### src/rtl/jt49_bus_seq.sv
// jt49_bus_seq: two-port request arbiter and fixed-shape PSG bus cycle sequencer.
// Port A reads/writes, port B writes; one transfer at a time towards the PSG.
//
// Ports:
//   rst_n, clk                        async active-low reset, single clock
//   a_valid/a_ready/a_rd/a_addr/a_din  port A request (read or write)
//   a_dout/a_dvalid                    port A read data and its one-cycle pulse
//   b_valid/b_ready/b_addr/b_din       port B write request
//   psg_cs_n/psg_wr_n/psg_addr/psg_din registered PSG strobes and payload
//   psg_dout                           PSG read data
//   busy                               high while a transfer is in flight
module jt49_bus_seq #(
  parameter int unsigned STRB = 1,
  parameter int unsigned GAP  = 0,
  parameter bit          RR   = 1'b1
) (
  input  logic       rst_n,
  input  logic       clk,
  input  logic       a_valid,
  output logic       a_ready,
  input  logic       a_rd,
  input  logic [3:0] a_addr,
  input  logic [7:0] a_din,
  output logic [7:0] a_dout,
  output logic       a_dvalid,
  input  logic       b_valid,
  output logic       b_ready,
  input  logic [3:0] b_addr,
  input  logic [7:0] b_din,
  output logic       psg_cs_n,
  output logic       psg_wr_n,
  output logic [3:0] psg_addr,
  output logic [7:0] psg_din,
  input  logic [7:0] psg_dout,
  output logic       busy
);

  localparam logic [3:0] STRB_N = 4'(STRB);
  localparam logic [3:0] GAP_N  = 4'(GAP);

  typedef enum logic [2:0] {
    S_IDLE,
    S_SETUP,
    S_STRB,
    S_READ,
    S_REL,
    S_GAP
  } state_t;

  state_t     state;
  state_t     state_n;
  logic       op_rd;
  logic       last_b;
  logic [3:0] scnt;
  logic [3:0] gcnt;
  logic       grant_a;
  logic       grant_b;
  logic       idle;

  // Round-robin: on a tie the port not served last wins.
  always_comb begin
    grant_a = a_valid & (~RR | ~b_valid | last_b);
    grant_b = b_valid & ~grant_a;
  end

  assign idle    = (state == S_IDLE);
  assign a_ready = rst_n & idle & grant_a;
  assign b_ready = rst_n & idle & grant_b;
  assign busy    = ~idle;

  always_comb begin
    state_n = state;
    unique case (state)
      S_IDLE:  if (a_ready | b_ready) state_n = S_SETUP;
      S_SETUP: state_n = op_rd ? S_READ : S_STRB;
      S_STRB:  if (scnt == 4'd1) state_n = S_REL;
      S_READ:  state_n = S_REL;
      S_REL:   state_n = (GAP_N == 4'd0) ? S_IDLE : S_GAP;
      S_GAP:   if (gcnt == 4'd1) state_n = S_IDLE;
      default: state_n = S_IDLE;
    endcase
  end

  always_ff @(posedge clk or negedge rst_n) begin
    if (!rst_n) begin
      state    <= S_IDLE;
      psg_cs_n <= 1'b1;
      psg_wr_n <= 1'b1;
      psg_addr <= 4'd0;
      psg_din  <= 8'd0;
      op_rd    <= 1'b0;
      last_b   <= 1'b1;
      scnt     <= 4'd0;
      gcnt     <= 4'd0;
      a_dout   <= 8'd0;
      a_dvalid <= 1'b0;
    end else begin
      state    <= state_n;
      // Strobes follow the next state so they are glitch-free registers.
      psg_cs_n <= !(state_n inside {S_SETUP, S_STRB, S_READ});
      psg_wr_n <= (state_n != S_STRB);
      a_dvalid <= (state == S_READ);
      if (state == S_READ) a_dout <= psg_dout;
      if (a_ready) begin
        psg_addr <= a_addr;
        psg_din  <= a_din;
        op_rd    <= a_rd;
        last_b   <= 1'b0;
      end else if (b_ready) begin
        psg_addr <= b_addr;
        psg_din  <= b_din;
        op_rd    <= 1'b0;
        last_b   <= 1'b1;
      end
      if (state != S_STRB && state_n == S_STRB) scnt <= STRB_N;
      else if (state == S_STRB) scnt <= scnt - 4'd1;
      if (state != S_GAP && state_n == S_GAP) gcnt <= GAP_N;
      else if (state == S_GAP) gcnt <= gcnt - 4'd1;
    end
  end

endmodule

### config.mk
export PLATFORM = sky130hd
export DESIGN_NAME = jt49_bus_seq
export DESIGN_NICKNAME = d
export VERILOG_FILES = /design/src/rtl/jt49_bus_seq.sv
export SDC_FILE = /design/constraint.sdc
export NUM_CORES = 1
export LEC_CHECK = 0
export ABC_CLOCK_PERIOD_IN_PS = 2800
export CORE_ASPECT_RATIO = 0.7
export CORE_UTILIZATION = 48
export CTS_CLUSTER_SIZE = 28
export DETAILED_ROUTE_END_ITERATION = 16
export HOLD_SLACK_MARGIN = 0.08
export PLACE_DENSITY = 0.94
export SLEW_MARGIN = 20
export SYNTH_ARGS = -nofsm -noshare
export SYNTH_HDL_FRONTEND = slang
export SYNTH_SLANG_ARGS = --single-unit
### constraint.sdc
create_clock -name clk -period 2.8 [get_ports clk]
set_clock_uncertainty 0.2 [all_clocks]
set_input_delay 0.56 -clock clk [delete_from_list [all_inputs] [get_ports clk]]
set_output_delay 0.56 -clock clk [all_outputs]
set_load 0.005 [all_outputs]
==> summary.md <==
| Metric | Value |
|---|---|
| Outcome | complete, no violations |
| Post-Place Setup Slack | roughly 0.13 ns |
| Clk slew on worst S/H paths | about 0.070 ns |
| WP data required | slightly above 2 ns |
| Setup TNS | 0 ns |
| Synthesized area | ~1800 µm² |
| Syn Inst Count | approximately 170 |
| Post-Place Cell Area | ~2500 µm² |
| Setup ws final | between 0.1 and 0.15 ns |
| Top Metal Used | met4 |
| Slew headroom | about two thirds |
| EDFF count, synth | 0 |
| Power, Total | 2.69 mW |
| Detailed Route WL | 4.44 mm |
| Final setup vio count | 0 |
| P&R area growth vs syn | 43.6% |
| Nets@finish | around 270 |
| CTS Buf Count | 5 |
| Top cell type's share of synthesized area | around 45% |
| Lkg Pwr | 1.07 nW |
| Die area | between 4000 and 5000 µm² |
| Drt wl/cell | approximately 16 µm |
| # rows | 18 |
| Worst Tran Pin Value | about 0.52 ns |
| # port buffers | 62 |
| Distinct cells, synth | 48 |
| Core Footprint | approximately 3600 µm² |
| Final global-route overflow total | 0 |
| H-tree levels | 2 |
| Worst-Skew Late Latency | around 0.28 ns |
| Placer congestion estimate | ~0.77 |
| Warnings, synthesis | 0 |
| Max clock buf depth | 2 |
| Initial core utilization | between 50 and 60% |
| Vias in the first global route | 1459 |
| I/O pin total | 63 |
| Hold Vio Cnt, Final | 0 |
| Ys async rst share | between 90% and 100% |
| Arrival time worst endpoint | 1.93 ns |
| Post-CTS Setup Inserts | 0 |
| Pin count of the biggest net entering global routing | 37 |
| Post-route minimum period | roughly 2.7 ns |
| Tcrit/Tclk final | 96.1% |
| Crit path capture type | output port |
| Top cells by area, synth | dfrtp_1 45%, dfstp_2 4.3%, a21oi_1 4.1%, o31ai_2 4.1%, mux2_2 3.7% |
| CP Launch Type | flop |
| Via count | 1616 |
| WL met1 | about 2.1 mm |
| Fillers | approximately 240 |
| Syn Nets | around 210 |
| DRT iter0 DRCs | approximately 200 |
| Final instance area | roughly 2600 µm² |
| Global-route wire length before repair | ~7.2 mm |
| Sequential share of the synthesized area | ~50% |
| Max Cap Viol | 0 |
| Wire length on met2 | 2.07 mm |
| TritonCTS clock tree | built |
| Chip height | ~54 µm |
| Top_reg_cell synth | dfrtp_1 |
| Drt pass-1 iters | 4 |
| Slew Limit Fails | 0 |
| Total GRT Usage | a little under a quarter |
| Post-synthesis area per instance | approximately 11 µm² |
| Hold/Removal Path Class | input pin to asynchronous set/reset pin |
| Vias per cell | about 5.7 |
| DP Wirelength | roughly 3.2 mm |
| # clock sinks | 36 |
| Path depth of the worst reg2reg path | 4 |
| Pwr per Cell Area | 1020 nW/µm² |
| F_max | between 300 and 400 MHz |
| Clk root buf | clkbuf_8 |
| DRT antenna net count | 0 |
| Drt drc | 0 |
| Metal3 WL | between 200 and 300 µm |
| Layout cells sized above 1 | between 15 and 20% |
| Die X | 75.9 µm |
| Initial antenna violation count | 0 |
| Crit path kind | flop to output port |
| #FFs+latches synth | 36 |
| Synth area leader | dfrtp_1 |
| N_diodes | 0 |
| Worst vdd ir | approximately 530 µV |
| Worst-path fanout max | 10 |
-- report_power, final --
part           leakage, nW  internal, mW  total (mW)  switching (mW)
logic                0.596         0.712        1.32           0.604
clock network       0.0552         0.264       0.443           0.179
registers            0.423         0.779       0.935           0.156
-- per-stage QoR --
stage          std cells  hold WS [ns]  util (%)
2_1_floorplan        166        0.0644         -
3_3_place_gp         274         0.276      70.3
3_5_place_dp         274         0.283      70.3
4_1_cts              282         0.171      73.3
5_1_grt              282         0.204      73.7
6_report             282         0.160      73.7
-- layer usage --
layer	GRT usage (%)	up-vias
met5	0	-
met4	8.01	0
met3	6.61	4
met2	35.6	74
met1	32.8	775
li1	-	763
-- final timing paths --
check	slack [ns]	startpoint	endpoint
setup / recovery	0.11	state[0]$_DFF_PN0_	b_ready
hold / removal	0.16	rst_n	scnt[1]$_DFFE_PN0P_
setup reg to reg	0.83	state[1]$_DFF_PN0_	psg_addr[2]$_DFFE_PN0P_
hold reg to reg	0.29	gcnt[3]$_DFFE_PN0P_	gcnt[3]$_DFFE_PN0P_
max in group asynchronous	1.90	rst_n	psg_wr_n$_DFF_PN1_
min in group clk	0.29	gcnt[3]$_DFFE_PN0P_	gcnt[3]$_DFFE_PN0P_
-- kinds of logic after synthesis --
logic type	Yosys count	share of synthesized area, %
AO/OA/AOI/OAI	56	23.0
XOR/XNOR	3	1.43
adder cells (fa/ha/maj)	4	2.72
buffers and inverters	20	5.25
flip-flops	36	49.3
multiplexers	8	4.90
AND/OR/NAND/NOR	39	13.5
-- registers in the layout, indices dropped and copies added (netlist names) --
signal / flops
scnt: 4
psg_wr_n: 1
psg_din: 8
op_rd: 1
last_b: 1
psg_addr: 4
state: 3
gcnt: 4
a_dvalid: 1
a_dout: 8
psg_cs_n: 1
-- synthesized netlist by cell type (all sizes together) (5+ instances only) --
library cell,instances
dfrtp,33
a21oi,15
o31ai,12
a31oi,9
nand4,9
mux2,8
clkbuf,7
inv,7
buf,6
nor2,6
a311oi,5
o21ai,5
-- cells in the final DEF, fill, tap and decap left out, types with 4 or more instances in the layout --
master           count
a21oi_1             15
a311oi_1             4
a31oi_1              9
buf_4                9
clkbuf_8             5
clkdlybuf4s50_1     60
dfrtp_1             33
ha_1                 4
inv_1                7
mux2_2               6
nand2_1              4
nand4_1              9
nor2_1               5
o31ai_1              6
o31ai_2              6
-- critical path, stage by stage, from the launching register on --
cell and delay, ns:
dfrtp_1 0.38, buf_4 0.17, nor4b_4 0.33, nand2_1 0.11
a21oi_1 0.14, clkdlybuf4s50_1 0.52
-- layout make-up --
class / instances / area, µm² / share of cell area, %
timing repair buffer: 71 / 686 / 26.0
tap: 50 / 62.6 / 2.37
clock inverter: 2 / 35.0 / 1.33
multi-input combinational: 110 / 851 / 32.3
sequential: 36 / 905 / 34.3
clock buffer: 6 / 72.6 / 2.75
inverter: 7 / 26.3 / 0.996
-- what timing repair did --
action | in CTS | in global routing
setup endpoints to repair | 0 | 2
resized for setup | 0 | 2
hold buffers | 0 | 0
(Power assumes the default switching activity.)
